`src/rtl/yacht_turn_ctrl_if.sv`:
```
// Board-input / display-output bundle for the Yacht turn sequencer, including the
// dice/category link to the combinational score calculator.
interface yacht_turn_ctrl_if;
    logic        start;
    logic        roll;
    logic [4:0]  hold_toggle;
    logic [3:0]  cat_sel;
    logic        cat_commit;
    logic        dbg_load;
    logic [14:0] dbg_dice;
    logic [7:0]  score_in;

    logic [2:0]  d1, d2, d3, d4, d5;
    logic [3:0]  calc_cat;
    logic [4:0]  held;
    logic [1:0]  rolls_left;
    logic [3:0]  round;
    logic [11:0] used;
    logic [6:0]  upper_sum;
    logic [8:0]  total;
    logic        bonus;
    logic        commit_ok;
    logic        commit_err;
    logic        game_over;

    // Sequencer side
    modport slave (
        input  start, roll, hold_toggle, cat_sel, cat_commit, dbg_load, dbg_dice, score_in,
        output d1, d2, d3, d4, d5, calc_cat, held, rolls_left, round, used, upper_sum,
        output total, bonus, commit_ok, commit_err, game_over
    );

    // Board / calculator / display side
    modport master (
        output start, roll, hold_toggle, cat_sel, cat_commit, dbg_load, dbg_dice, score_in,
        input  d1, d2, d3, d4, d5, calc_cat, held, rolls_left, round, used, upper_sum,
        input  total, bonus, commit_ok, commit_err, game_over
    );
endinterface

```
`src/rtl/yacht_turn_ctrl.sv`:
```
// Turn and game sequencer for Yacht: owns dice, hold mask, roll budget, category
// usage and running score; samples the external score calculator once per commit.
module yacht_turn_ctrl (
    input logic              clk,
    input logic              rst_n,
    yacht_turn_ctrl_if.slave bus
);
    typedef enum logic [2:0] {StIdle, StWaitRoll, StRolled, StScore, StOver} state_e;

    state_e           state_q, state_d;
    logic [15:0]      lfsr_q, lfsr_d;
    logic [4:0][2:0]  dice_q, dice_d;
    logic [4:0]       held_q, held_d;
    logic [1:0]       rolls_left_q, rolls_left_d;
    logic [3:0]       round_q, round_d;
    logic [11:0]      used_q, used_d;
    logic [6:0]       upper_sum_q, upper_sum_d;
    logic [8:0]       total_q, total_d;
    logic             bonus_q, bonus_d;
    logic [3:0]       calc_cat_q, calc_cat_d;
    logic             commit_ok_q, commit_ok_d;
    logic             commit_err_q, commit_err_d;

    logic [4:0][2:0]  rolled;
    logic [15:0]      used_ext;
    logic             cat_ok;
    logic [8:0]       upper_new;
    logic [8:0]       total_plain;

    // Map a 3-bit LFSR field onto 1..6 (6 -> 1, 7 -> 2)
    function automatic logic [2:0] die_from(input logic [2:0] r);
        return (r >= 3'd6) ? (r - 3'd5) : (r + 3'd1);
    endfunction

    // Candidate die values from the current LFSR state
    always_comb begin
        for (int i = 0; i < 5; i++) begin
            rolled[i] = die_from(lfsr_q[3*i +: 3]);
        end
    end

    // Zero-extended so an out-of-range cat_sel indexes a cleared bit
    assign used_ext    = {4'b0, used_q};
    assign cat_ok      = (bus.cat_sel <= 4'd11) && !used_ext[bus.cat_sel];
    assign upper_new   = {2'b0, upper_sum_q} + {1'b0, bus.score_in};
    assign total_plain = total_q + {1'b0, bus.score_in};

    // Next-state and datapath update
    always_comb begin
        state_d      = state_q;
        lfsr_d       = {lfsr_q[14:0], lfsr_q[15] ^ lfsr_q[13] ^ lfsr_q[12] ^ lfsr_q[10]};
        dice_d       = dice_q;
        held_d       = held_q;
        rolls_left_d = rolls_left_q;
        round_d      = round_q;
        used_d       = used_q;
        upper_sum_d  = upper_sum_q;
        total_d      = total_q;
        bonus_d      = bonus_q;
        calc_cat_d   = calc_cat_q;
        commit_ok_d  = 1'b0;
        commit_err_d = 1'b0;

        if (bus.start) begin
            dice_d       = '0;
            held_d       = '0;
            used_d       = '0;
            upper_sum_d  = '0;
            total_d      = '0;
            bonus_d      = 1'b0;
            round_d      = 4'd1;
            rolls_left_d = 2'd3;
            state_d      = StWaitRoll;
        end else begin
            unique case (state_q)
                StWaitRoll: begin
                    if (bus.dbg_load) begin
                        dice_d  = bus.dbg_dice;
                        state_d = StRolled;
                    end else if (bus.roll) begin
                        dice_d       = rolled;
                        rolls_left_d = rolls_left_q - 2'd1;
                        state_d      = StRolled;
                    end
                end
                StRolled: begin
                    if (bus.cat_commit) begin
                        if (cat_ok) begin
                            calc_cat_d = bus.cat_sel;
                            state_d    = StScore;
                        end else begin
                            commit_err_d = 1'b1;
                        end
                    end else begin
                        held_d = held_q ^ bus.hold_toggle;
                        if (bus.dbg_load) begin
                            dice_d = bus.dbg_dice;
                        end else if (bus.roll && (rolls_left_q != 2'd0)) begin
                            for (int i = 0; i < 5; i++) begin
                                if (!held_q[i]) dice_d[i] = rolled[i];
                            end
                            rolls_left_d = rolls_left_q - 2'd1;
                        end
                    end
                end
                StScore: begin
                    total_d = total_plain;
                    if (calc_cat_q <= 4'd5) begin
                        upper_sum_d = upper_new[6:0];
                        if (!bonus_q && (upper_new >= 9'd63)) begin
                            total_d = total_plain + 9'd35;
                            bonus_d = 1'b1;
                        end
                    end
                    used_d      = used_q | (12'd1 << calc_cat_q);
                    commit_ok_d = 1'b1;
                    if (round_q == 4'd12) begin
                        state_d = StOver;
                    end else begin
                        round_d      = round_q + 4'd1;
                        rolls_left_d = 2'd3;
                        held_d       = '0;
                        dice_d       = '0;
                        state_d      = StWaitRoll;
                    end
                end
                StIdle, StOver: ;
                default: state_d = StIdle;
            endcase
        end
    end

    // State register
    always_ff @(posedge clk or negedge rst_n) begin
        if (!rst_n) begin
            state_q      <= StIdle;
            lfsr_q       <= 16'hACE1;
            dice_q       <= '0;
            held_q       <= '0;
            rolls_left_q <= '0;
            round_q      <= '0;
            used_q       <= '0;
            upper_sum_q  <= '0;
            total_q      <= '0;
            bonus_q      <= 1'b0;
            calc_cat_q   <= '0;
            commit_ok_q  <= 1'b0;
            commit_err_q <= 1'b0;
        end else begin
            state_q      <= state_d;
            lfsr_q       <= lfsr_d;
            dice_q       <= dice_d;
            held_q       <= held_d;
            rolls_left_q <= rolls_left_d;
            round_q      <= round_d;
            used_q       <= used_d;
            upper_sum_q  <= upper_sum_d;
            total_q      <= total_d;
            bonus_q      <= bonus_d;
            calc_cat_q   <= calc_cat_d;
            commit_ok_q  <= commit_ok_d;
            commit_err_q <= commit_err_d;
        end
    end

    assign bus.d1         = dice_q[0];
    assign bus.d2         = dice_q[1];
    assign bus.d3         = dice_q[2];
    assign bus.d4         = dice_q[3];
    assign bus.d5         = dice_q[4];
    assign bus.calc_cat   = calc_cat_q;
    assign bus.held       = held_q;
    assign bus.rolls_left = rolls_left_q;
    assign bus.round      = round_q;
    assign bus.used       = used_q;
    assign bus.upper_sum  = upper_sum_q;
    assign bus.total      = total_q;
    assign bus.bonus      = bonus_q;
    assign bus.commit_ok  = commit_ok_q;
    assign bus.commit_err = commit_err_q;
    assign bus.game_over  = (state_q == StOver);
endmodule

```
`src/flat_wrapper.sv`:
```
// flat-port wrapper written by rule: the top's interface ports become plain ports
module yacht_turn_ctrl_flat 
  (clk, rst_n, bus_start, bus_roll, bus_hold_toggle, bus_cat_sel, bus_cat_commit, bus_dbg_load, bus_dbg_dice, bus_score_in, bus_d1, bus_d2, bus_d3, bus_d4, bus_d5, bus_calc_cat, bus_held, bus_rolls_left, bus_round, bus_used, bus_upper_sum, bus_total, bus_bonus, bus_commit_ok, bus_commit_err, bus_game_over);
  yacht_turn_ctrl_if bus_i ();
  input logic clk;
  input logic rst_n;
  input wire logic [$bits(bus_i.start)-1:0] bus_start;
  input wire logic [$bits(bus_i.roll)-1:0] bus_roll;
  input wire logic [$bits(bus_i.hold_toggle)-1:0] bus_hold_toggle;
  input wire logic [$bits(bus_i.cat_sel)-1:0] bus_cat_sel;
  input wire logic [$bits(bus_i.cat_commit)-1:0] bus_cat_commit;
  input wire logic [$bits(bus_i.dbg_load)-1:0] bus_dbg_load;
  input wire logic [$bits(bus_i.dbg_dice)-1:0] bus_dbg_dice;
  input wire logic [$bits(bus_i.score_in)-1:0] bus_score_in;
  output wire logic [$bits(bus_i.d1)-1:0] bus_d1;
  output wire logic [$bits(bus_i.d2)-1:0] bus_d2;
  output wire logic [$bits(bus_i.d3)-1:0] bus_d3;
  output wire logic [$bits(bus_i.d4)-1:0] bus_d4;
  output wire logic [$bits(bus_i.d5)-1:0] bus_d5;
  output wire logic [$bits(bus_i.calc_cat)-1:0] bus_calc_cat;
  output wire logic [$bits(bus_i.held)-1:0] bus_held;
  output wire logic [$bits(bus_i.rolls_left)-1:0] bus_rolls_left;
  output wire logic [$bits(bus_i.round)-1:0] bus_round;
  output wire logic [$bits(bus_i.used)-1:0] bus_used;
  output wire logic [$bits(bus_i.upper_sum)-1:0] bus_upper_sum;
  output wire logic [$bits(bus_i.total)-1:0] bus_total;
  output wire logic [$bits(bus_i.bonus)-1:0] bus_bonus;
  output wire logic [$bits(bus_i.commit_ok)-1:0] bus_commit_ok;
  output wire logic [$bits(bus_i.commit_err)-1:0] bus_commit_err;
  output wire logic [$bits(bus_i.game_over)-1:0] bus_game_over;
  assign bus_i.start = bus_start;
  assign bus_i.roll = bus_roll;
  assign bus_i.hold_toggle = bus_hold_toggle;
  assign bus_i.cat_sel = bus_cat_sel;
  assign bus_i.cat_commit = bus_cat_commit;
  assign bus_i.dbg_load = bus_dbg_load;
  assign bus_i.dbg_dice = bus_dbg_dice;
  assign bus_i.score_in = bus_score_in;
  assign bus_d1 = bus_i.d1;
  assign bus_d2 = bus_i.d2;
  assign bus_d3 = bus_i.d3;
  assign bus_d4 = bus_i.d4;
  assign bus_d5 = bus_i.d5;
  assign bus_calc_cat = bus_i.calc_cat;
  assign bus_held = bus_i.held;
  assign bus_rolls_left = bus_i.rolls_left;
  assign bus_round = bus_i.round;
  assign bus_used = bus_i.used;
  assign bus_upper_sum = bus_i.upper_sum;
  assign bus_total = bus_i.total;
  assign bus_bonus = bus_i.bonus;
  assign bus_commit_ok = bus_i.commit_ok;
  assign bus_commit_err = bus_i.commit_err;
  assign bus_game_over = bus_i.game_over;
  yacht_turn_ctrl u_core (.clk(clk), .rst_n(rst_n), .bus(bus_i));
endmodule
```
`config.mk`:
```
export PLATFORM = sky130hd
export DESIGN_NAME = yacht_turn_ctrl_flat
export DESIGN_NICKNAME = d
export VERILOG_FILES = /design/src/rtl/yacht_turn_ctrl_if.sv /design/src/rtl/yacht_turn_ctrl.sv /design/src/flat_wrapper.sv
export SDC_FILE = /design/constraint.sdc
export NUM_CORES = 1
export LEC_CHECK = 0
export CAP_MARGIN = 5
export CORE_MARGIN = 5
export CORE_UTILIZATION = 37
export CTS_BUF_LIST = sky130_fd_sc_hd__clkbuf_8
export CTS_CLUSTER_DIAMETER = 50
export CTS_CLUSTER_SIZE = 20
export DETAILED_ROUTE_END_ITERATION = 16
export MAX_ROUTING_LAYER = met4
export PLACE_DENSITY = 0.59
export SLEW_MARGIN = 20
export SYNTH_ARGS = -nofsm -noshare
export SYNTH_HDL_FRONTEND = slang
export SYNTH_SLANG_ARGS = --single-unit
```
`constraint.sdc`:
```
create_clock -name clk -period 2.8 [get_ports clk]
set_input_delay 0.7 -clock clk [delete_from_list [all_inputs] [get_ports clk]]
set_output_delay 0.7 -clock clk [all_outputs]
set_load 0.02 [all_outputs]
```
# ---- Word-level counts from Yosys, hierarchy flattened
# Index checks and enable logic that the tools add are counted.
# Widths: inputs -> output; s select.
dict set report totals {
  ram_bits 0
  input_bits 38
  mem_count 0
  latchBits 0
  word_cells 156
  mem_bits_ro 0
  reg_bits 80
  output_inout_bits 62
}
dict set report op_classes {
  n_div 0
  reduce_logical 25
  order_cmp 9
  n_eq_ne 22
  mux 61
  multipliers 0
  bitwise 6
  n_shift 1
  addsub 15
}
# cell n
set ops {}
lappend ops {{$mux 15} 7}
lappend ops {{$mux 3} 16}
lappend ops {{$pmux 15 s3} 1}
lappend ops {{$mux 9} 4}
lappend ops {{$reduce_and 6->1} 5}
lappend ops {{$mux 12} 2}
lappend ops {{$ne 4x4->1 const B} 6}
lappend ops {{$mux 7} 3}
lappend ops {{$ne 3x3->1 const B} 6}
lappend ops {{$add 3x1->3 const B} 5}
lappend ops {{$ge 3x3->1 const B} 5}
lappend ops {{$mux 5} 3}
lappend ops {{$sub 3x3->3 const B} 5}
lappend ops {{$mux 2} 7}
lappend ops {{$mux 4} 3}
lappend ops {{$or 12x12->12} 1}
lappend ops {{$pmux 3 s4} 1}
lappend ops {{$shl 1x4->12 const A} 1}
lappend ops {{$mux 1} 11}
lappend ops {{$pmux 5 s2} 1}
lappend ops {{$add 7x8->9} 1}
lappend ops {{$add 9x6->9 const B} 1}
lappend ops {{$add 9x8->9} 1}
lappend ops {{$ge 9x6->1 const B} 1}
lappend ops {{28 further kinds} 42}

# ---- Longest topological paths before layout
dict set report depth {
  word_depth 8
  ltp_mapped 10
  mapped_depth_nobuf 10
}

# ---- Worst setup path after synthesis
# OpenSTA, ideal clock, no wires.
dict set report synth_path {
  path_kind {input to register}
  from {in bus_score_in[0]}
  to {reg u_core.total_q[7] (netlist: u_core.bus.total[7])}
  required_ns 2.731
  n_path_buf 0
  path_stages 10
  path_slack_ns -0.038
  arrival_time_ns 2.770
  setup_ns 0.069
  cell_sequence {ha_1 inv_1 fa_1 nand2b_1 a211oi_1 nor3_1 xnor2_1 o21ai_0 or4_1 nand3_1}
}
dict set report synth_via {
  elab_chain_cells 7
  word_cells_on_any_way 9
  cone_classes {add/sub (3); order compare (1); mux (4); reduce/logical (1)}
}
# item line_no
set synth_lines {}
lappend synth_lines {{from (decl)} flat_wrapper.sv:14} ;# input wire logic [$bits(bus_i.score_in)-1:0] bus_score_in;
lappend synth_lines {{$add 7x8->9} yacht_turn_ctrl.sv:45} ;# assign upper_new = {2'b0, upper_sum_q} + {1'b0, bus.score_in};
lappend synth_lines {{$ge 9x6->1} yacht_turn_ctrl.sv:110} ;# if (!bonus_q && (upper_new >= 9'd63)) begin
lappend synth_lines {{$logic_and 1x1->1} yacht_turn_ctrl.sv:110}
lappend synth_lines {{$mux 9} yacht_turn_ctrl.sv:110}
lappend synth_lines {{$mux 9 *} yacht_turn_ctrl.sv:108} ;# if (calc_cat_q <= 4'd5) begin
lappend synth_lines {{$mux 9 *} yacht_turn_ctrl.sv:75} ;# unique case (state_q)
lappend synth_lines {{$mux 9 *} yacht_turn_ctrl.sv:64} ;# if (bus.start) begin
lappend synth_lines {{to (signal assigned)} yacht_turn_ctrl.sv:158} ;# total_q <= total_d;
lappend synth_lines {{to (decl)} yacht_turn_ctrl.sv:18} ;# logic [8:0] total_q, total_d;
# Every way passes the cells marked *; elsewhere a longest branch is shown, timed or not. The select of a mux whose other input is x is not followed.
# A chain may end at the register's enable or synchronous reset.

# ---- Worst setup path in the final report
dict set report layout_path {
  from {in bus_score_in[1]}
  to {reg u_core.total_q[8] (netlist: u_core.bus.total[8])}
}
# The elaborated chain is that of the path after synthesis.

==> impl_results.md <==
* Clock Latency Late Sink at 0.36 ns
* Dpl cells at 762
* Cells after synthesis at 475
* Antenna Cells at 0
* Synthesized area per cell at 9.50 sq um
* CTS tree: yes
* Count of final setup violators at 0
* First-pass GRT wire length at 20.6 mm
* Drt drc at 0
* Fin. Hold Viols at 0
* Busiest grt layer: met2
* Max Cap Viol at 0
* Power Total at 3350 uW
* Yosys warns at 0
* Vias in the first global route at 4156
* Port bufs at 99
* Type of destination of the critical path: flip-flop
* DIE HEIGHT at 120 um
* Worst vdd ir at 0.254 mV
* Initial core utilization at 37.7%
* Dpl hpwl at 9.36 mm
* CTS max path bufs at 2
* Slew headroom at 56.6%
* Fmax at 367 MHz
* Routed WL per cell at 15.7 um
* Most common cell after layout, fill and taps aside: clkdlybuf4s50_1
* Worst slew pin tran at 0.649 ns
* Most used DFF post-synth: dfrtp_1
* Cell row count at 40
* Library cells used by synthesis at 60
* Worst Hold Class: input pin to asynchronous set/reset pin
* Share of cells above drive strength 1 at 20.1%
* Area Overhead vs Synth at 42.0%
* Initial antenna violation count at 0
* Global-route met1 utilization at 24.9%
* RSZ-0062 raised after global routing: true
* Nets at 697
* Sequential cell area fraction in the yosys report at 44.6%
* Sink Count at 80
* DRT antenna net count at 0
* Critical path class: input pin to flip-flop
* DR pass1 iterations at 4
* Num CTS Buffers at 9
* Tcrit/Tclk final at 97.2%
* CP Data Arrival Time at 2.97 ns
* Commonest non-fill, non-tap cells in the layout: clkdlybuf4s50_1 (92), dfrtp_1 (72), buf_4 (59)
* Post-synthesis async set-or-reset flop share at 100%
* Synth Net Count at 539
* Final Max Tran Viols at 0
* Total global-route track usage at 18.2%
* # IOs at 100
* Gp weighted congestion at 0.821
* Pleak at 0.00284 uW
* Power density cells at 522 nW/um^2
* Synth Cell Area at 4510 sq um
* CP startpoint kind: input pin
* Gr ovfl total at 0
* Largest net degree at the start of global routing at 39
* DR vias at 3978
* Hold Slack at 0.306 ns
* Die X at 120 um
* Synth Register Bits at 80
* Max Fanout on Critical Path at 4
* Number of synthesized flops with an enable pin at 0
* Fin Clk Skew at 0.0144 ns
* Core Region at 12000 sq um
* Met2 usage at 27.8%
* Final Non-Filler Cells at 785
* Vias/cell at 5.07
* Worst EP required at 3.04 ns
* Met3 Usage GRT at 2.62%
* Clock Tree Root: clkbuf_8
* Routed WL at 12.4 mm
* DR iter-0 viols at 172
* Run status: complete, no violations
* Layout Utilization at 53.6%
* CTS H-Tree Depth at 3
* Minimum clock period at 2.72 ns
* Die area at 14500 sq um
* Clk slew on worst S/H paths at 0.08 ns
[Yosys cell counts, drive strengths merged, types with 11 or more instances]
cell	number	area, sq um
nand2	36	135
ha	24	300
inv	51	191
nand3	25	125
nor2b	14	87.6
o22ai	13	81.3
o21ai	41	216
xor2	11	96.3
nor2	31	116
nor3	15	75.1
dfrtp	72	1800
a21oi	23	115
[power breakdown]
part | switching, uW | leakage [uW] | internal (uW)
clock | 416 | 0.0000977 | 361
combinational | 617 | 0.00169 | 601
sequential | 104 | 0.00105 | 1250
[path summary, 6_finish.rpt]
| path | start | depth (start not counted) | slack [ns] | end |
|---|---|---|---|---|
| min in group clk | u_core.lfsr_q[5]$_DFF_PN1_ | 0 | 0.38 | u_core.lfsr_q[6]$_DFF_PN1_ |
| max reg2reg | u_core.bus.upper_sum[0]$_DFFE_PN0P_ | 11 | 0.23 | u_core.bus.total[8]$_DFFE_PN0P_ |
| max in group asynchronous | rst_n | 2 | 1.81 | u_core.lfsr_q[13]$_DFF_PN1_ |
| min | rst_n | 1 | 0.31 | u_core.lfsr_q[12]$_DFF_PN0_ |
| min reg2reg | u_core.lfsr_q[5]$_DFF_PN1_ | 0 | 0.38 | u_core.lfsr_q[6]$_DFF_PN1_ |
| max | bus_score_in[1] | 9 | 0.08 | u_core.bus.total[8]$_DFFE_PN0P_ |
[flip-flops by register name, summed over array words and instances (netlist names)]
signal                 cells
u_core.bus.commit_err      1
u_core.lfsr_q             16
u_core.bus.d4              3
u_core.bus.round           4
u_core.bus.total           9
u_core.bus.upper_sum       7
u_core.bus.bonus           1
u_core.bus.rolls_left      2
u_core.bus.held            5
u_core.bus.d1              3
u_core.bus.d5              3
u_core.bus.d3              3
u_core.bus.used           12
u_core.bus.d2              3
u_core.bus.calc_cat        4
u_core.state_q             3
u_core.bus.commit_ok       1
[worst max-delay path, cell delays in order]
cell	delay, ns
dlygate4sd2_1	0.27
ha_1	0.30
a211oi_2	0.09
or4b_1	0.52
o2111ai_2	0.12
and4_4	0.30
o221ai_4	0.14
nor2b_1	0.19
a2111o_1	0.33
[metal layers]
metal,vias to the layer above,part of all wire (%),wire length [um]
met5,-,0,0
met4,0,1.4,178
met3,13,3.1,386
met2,76,47,5860
met1,1898,48,5930
li1,1991,-,-
[area by class of cell]
class                   count  area [sq um]
flip-flops and latches     80          2010
multi-input cells         332          2410
inverters                  52           195
well taps                 147           184
clock buffers              11           151
clock inverters             5          25.0
repair buffers            158          1430
fillers                  1111          5550
[cells by family (layout without fill, tap and decap cells)]
family          Yosys count  after routing  share of synthesized area [%]
buf+inv                  64            226                           5.76
simple gates            153            153                           16.9
xor+xnor                 20             20                           3.88
compound gates          117            118                           16.9
fa+ha+maj                26             26                           7.54
mux                      15             15                           4.43
flops                    80             80                           44.6
[per-stage QoR]
| step | setup WS [ns] | TNS (ns) | cell area (sq um) |
|---|---|---|---|
| after floorplan | 0.0287 | 0 | 4520 |
| after global placement | -0.562 | -4.64 | 6030 |
| after detailed placement | -0.618 | -5.43 | 6030 |
| after CTS | 0.000887 | 0 | 6320 |
| after global routing | -0.0608 | -0.0649 | 6410 |
| final | 0.0781 | 0 | 6410 |
[timing repair]
item	4_1_cts	5_1_grt
hold buffers	0	0
gates resized for setup	16	16
cloned	1	0
setup endpoints to repair	8	8
buffers inserted	5	1
pin swaps	16	11
(Power assumes the default switching activity.)
==> patch 1, RTL diff (config.mk and constraints unchanged) <==
Re-encode `state_e` (5 states) as one-hot, 5 bits wide.
--- a/src/rtl/yacht_turn_ctrl.sv
+++ b/src/rtl/yacht_turn_ctrl.sv
@@ -5,7 +5,7 @@
     input logic              rst_n,
     yacht_turn_ctrl_if.slave bus
 );
-    typedef enum logic [2:0] {StIdle, StWaitRoll, StRolled, StScore, StOver} state_e;
+    typedef enum logic [4:0] {StIdle = 5'b00001, StWaitRoll = 5'b00010, StRolled = 5'b00100, StScore = 5'b01000, StOver = 5'b10000} state_e;
 
     state_e           state_q, state_d;
     logic [15:0]      lfsr_q, lfsr_d;
Behaviour: same outputs for any inputs over 4 cycles, from zero or initial values and one cycle with rst_n low; so few cycles prove little.
==> patch 1 against the unedited design <==
Via count grew 3.1%; final area grew 3.0%; worst setup slack lost 55 ps; sequential cell count grew 2; combinational power shrank 40%; clock skew shrank 4.6 ps; power shrank 8.5%; synthesized area grew 2.3%; critical path depth is the same; wire length grew 4.6%; critical path type unchanged.
==> patch 1: results (changes against the unedited design) <==
[setup_path]
crit_end = u_core.bus.total[7]
cp-startpoint = bus_score_in[3]
worst_path_max_delay_cell = o311a_1
arrival_ps = 3050  ; +80 ps
max_stage_delay_ps = 350  ; -170 ps
rrSetupSlack_ps = 40  ; -190 ps
cp_max_fo = 3  ; -1
timing.rr.start = u_core.bus.total[0]
cpLargestDelayFamily = compound AO/OA/AOI/OAI gates
r2r_cells = 10  ; -1

[placed_design]
placed_cell_area_um2 = 6190  ; +2.6%
dp_slack_ps = -900  ; -281 ps
gp_congestion = 0.850  ; +3.6%
dp_cells = 771  ; +1.2%
hpwl_um = 9720  ; +3.8%

[grt]
use_met1_pct = 23.4  ; -1.5 points
grt_max_degree = 51  ; +31%
grt_pass1_wl_um = 21100  ; +2.7%
grt_pass1_vias = 4220  ; +1.5%
use_met3_pct = 5.20  ; +2.6 points
grtUsageTotal_pct = 18.5  ; +0.29 points
use_met2_pct = 29.1  ; +1.4 points

[power]
intPower_mw = 2.12  ; -4.2%
pwr-share-comb_pct = 24.1  ; -12 points
max-vdd-ir-drop_mv = 0.415  ; +63%
p_leak_nw = 2.96  ; +4.1%
seqPwrFrac_pct = 43.5  ; +3.1 points
finalPower_mw = 3.06  ; -8.5%

[routing]
wl_met3_um = 829  ; +110%
wl_per_cell_um = 16.3  ; +3.5%
vias_per_cell = 5.17  ; +2.0%
dr_wl_met2_um = 6060  ; +3.3%
drt_iter0_markers = 243  ; +41%
drt-met1-wl_um = 5820  ; -1.8%

[clock_tree]
htreeDepth = 3  ; unchanged
clk_pin_slew_ps = 90
clock_latency_ps = 380  ; +20 ps
root_buffer = clkbuf_8

[synth]
netlist_top_cells_count = 73 x dfrtp_1, 61 x nor2_1, 40 x nand2_1, 31 x a21oi_1, 24 x ha_1
synthCells = 464  ; -2.3%
synth-warning-count = 0  ; unchanged
yosysUniqueCellTypes = 66  ; +10%
synthDominantCellAreaShare_pct = 39.5  ; -0.37 points
synth_nets = 528  ; -2.0%
ys_seq_area_share_pct = 44.7  ; +0.097 points
synth-main-ff-cell = dfrtp_1
ys_top_cells_by_area = dfrtp_1 40%, ha_1 6.5%, dfstp_2 5.1%, nor2_1 5.0%, mux2_2 3.9%

[finish]
final_nets = 684  ; -1.9%
instances_no_fill = 793  ; +1.0%
final_layout_size_suffix_gt1_share_pct = 23.2  ; +3.1 points
num_antenna_cells = 0  ; unchanged

[timing]
worstMarginPinSlew_ps = 651  ; +2.05 ps
finClkSkew_ps = 9.76  ; -4.60 ps
whs_ps = 251  ; -55.2 ps
finalCritPeriodShare_pct = 99.2  ; +2.0 points

[run_status]
status = completed

[hold_path]
min_path_type = primary input to asynchronous set/reset pin

patch 1: cell families after synthesis:
| logic type | after synthesis | share of synthesized area, % |
|---|---|---|
| and+or+nand+nor | 163 | 16.6 |
| AOI/OAI and AO/OA | 102 | 15.4 |
| DFF | 82 | 44.7 |
| buffers and inverters | 34 | 3.11 |
| muxes | 29 | 7.56 |
| xor gates and xnor gates | 28 | 5.31 |
| adders and majority gates | 26 | 7.37 |
patch 1: what timing repair did:
item | CTS | global route
cloned | 0 | 0
resized for setup | 19 | 20
endpoints found under the setup margin | 10 | 6
pin swaps | 12 | 12
setup buffers | 1 | 5
patch 1: layout make-up:
type | instances | area (um2)
Tap cell | 168 | 210
Inverter | 23 | 86.3
Fill cell | 1129 | 5510
Timing Repair Buffer | 156 | 1430
Clock buffer | 9 | 124
Sequential cell | 82 | 2060
Multi-Input combinational cell | 348 | 2590
Clock inverter | 7 | 101
==> patch 2, RTL diff (config.mk and constraints unchanged) <==
Made on the original files. Make the reset (`rst_n`) synchronous in one clocked block.
--- a/src/rtl/yacht_turn_ctrl.sv
+++ b/src/rtl/yacht_turn_ctrl.sv
@@ -131,7 +131,7 @@
     end
 
     // State register
-    always_ff @(posedge clk or negedge rst_n) begin
+    always_ff @(posedge clk) begin
         if (!rst_n) begin
             state_q      <= StIdle;
             lfsr_q       <= 16'hACE1;
Behaviour: differs if rst_n is asserted again (counterexample within 4 cycles, from zero or initial values and one cycle with rst_n low); with rst_n held inactive, the same outputs for 4 cycles.
==> patch 2 against the unedited design <==
Largest cell class unchanged; synthesized area shrank 4.7%; critical endpoint is now u_core.bus.total[8]; highest routed layer unchanged; wire length down 3.6%; worst setup slack lost 27 ps; global-route usage fell by 0.41 points; final area decreased by 1.9%; sequential cell count unchanged; core utilization is 1.5 points higher.
Power is not compared: it rests on default switching activity, and its combinational part moved more than twofold at a synthesized area within 25%.
==> patch 2: results (changes against the unedited design) <==
[run_status]
status = completed

[synth]
syn_avg_cell_area_um2 = 8.61  ; -9.4%
synth_nets = 564  ; +4.6%
synth-main-ff-cell = dfxtp_1
ys_top_cells_by_area = dfxtp_1 37%, a21oi_1 7.1%, ha_1 7.0%, nand2_1 3.8%, nor2_1 3.8%
async_reset_ff_share_pct = 0  ; -100 points
yosysUniqueCellTypes = 54  ; -10%
ys_seq_area_share_pct = 37.2  ; -7.4 points
netlist_top_cells_count = 80 x dfxtp_1, 61 x a21oi_1, 44 x nand2_1, 44 x nor2_1, 24 x ha_1
synth-warning-count = 0  ; unchanged

[routing]
drt_iter0_markers = 224  ; +30%
finalWirelength_um = 11900  ; -3.6%
vias = 4092  ; +2.9%

[hold_path]
min_path_type = flop to flop

[setup_path]
worst_path_max_delay_cell = fa_2
max_stage_delay_ps = 370  ; -150 ps
arrival_ps = 3030  ; +60 ps
cpLargestDelayFamily = compound AO/OA/AOI/OAI gates

[timing]
finClkSkew_ps = 9.97  ; -4.39 ps
worstMarginPinSlew_ps = 782  ; +133 ps

[clock_tree]
root_buffer = clkbuf_8
clock_latency_ps = 350
clock_path_buffers = 2  ; unchanged

[finish]
instances_no_fill = 805  ; +2.5%
area_delta_synth_final_pct = 46.0
final_nets = 721  ; +3.4%
fillers = 1043  ; -6.1%
final_layout_size_suffix_gt1_share_pct = 17.7  ; -2.4 points
num_antenna_cells = 0  ; unchanged
top_register = u_core.lfsr_q

[placed_design]
gp_congestion = 0.855  ; +4.1%
dp_slack_ps = -769  ; -150 ps
hpwl_um = 9090  ; -2.9%
dp_cells = 782  ; +2.6%
placed_cell_area_um2 = 5900  ; -2.2%

[grt]
grt_max_degree = 26  ; -33%
antenna_found_initial = 0  ; unchanged
grt_pass1_wl_um = 20300  ; -1.5%
grtUsageTotal_pct = 17.8  ; -0.41 points

[power]
p_leak_nw = 2.45

patch 2: cell count changes in the layout (fill, tap and decap cells not counted), moves of 14 or more:
cell,unedited run,this run
dfrtp_1,72,0
inv_1,53,19
dfxtp_1,0,80
nor2_1,30,44
or3_1,2,18
o21ai_0,34,12
a21oi_1,23,60
nand3_1,25,10
patch 2: routing by layer:
metal | routed length, um | global-route usage, %
met5 | 0 | -
met4 | 206 | 6.09
met3 | 512 | 3.32
met2 | 5350 | 27.2
met1 | 5850 | 23.7
patch 2: tightest hold or removal path: stages (launching register included):
cell	delay (ps)
dfxtp_1	310
nand2_1	50
a21oi_1	50
patch 2: cells by family after synthesis:
family	count (synthesis)	synth area share (%)
xor+xnor	23	4.68
simple gates	197	23.5
buf+inv	36	3.40
flops	80	37.2
mux	14	4.13
compound gates	124	19.2
fa+ha+maj	26	7.91
patch 2: timing repair:
item,CTS,global route
buffers inserted,6,1
resized for setup,21,11
setup endpoints to repair,9,9
pin swaps,10,10
cloned,0,0
patch 2: area by class of cell:
type	instances	area share [%]
multi-input combinational	384	43.4
sequential	80	25.5
timing repair buffer	165	23.7
tap	143	2.85
clock buffer	10	2.19
clock inverter	6	1.35
inverter	17	1.02
patch 2: power by group:
group          total, mW  switching (mW)  internal, mW
Sequential          1.19          0.0238          1.17
Clock              0.945           0.421         0.523
Combinational      0.429           0.205         0.224
patch 2: worst paths after layout:
| check | startpoint | endpoint | slack, ps | cells after the start |
|---|---|---|---|---|
| min reg2reg | u_core.bus.d5[0] | u_core.bus.d5[0] | 460 | 2 |
| max reg2reg | u_core.bus.upper_sum[0] | u_core.bus.total[8] | 120 | 11 |
| min | u_core.bus.d5[0] | u_core.bus.d5[0] | 460 | 2 |
| max | bus_score_in[0] | u_core.bus.total[8] | 50 | 12 |
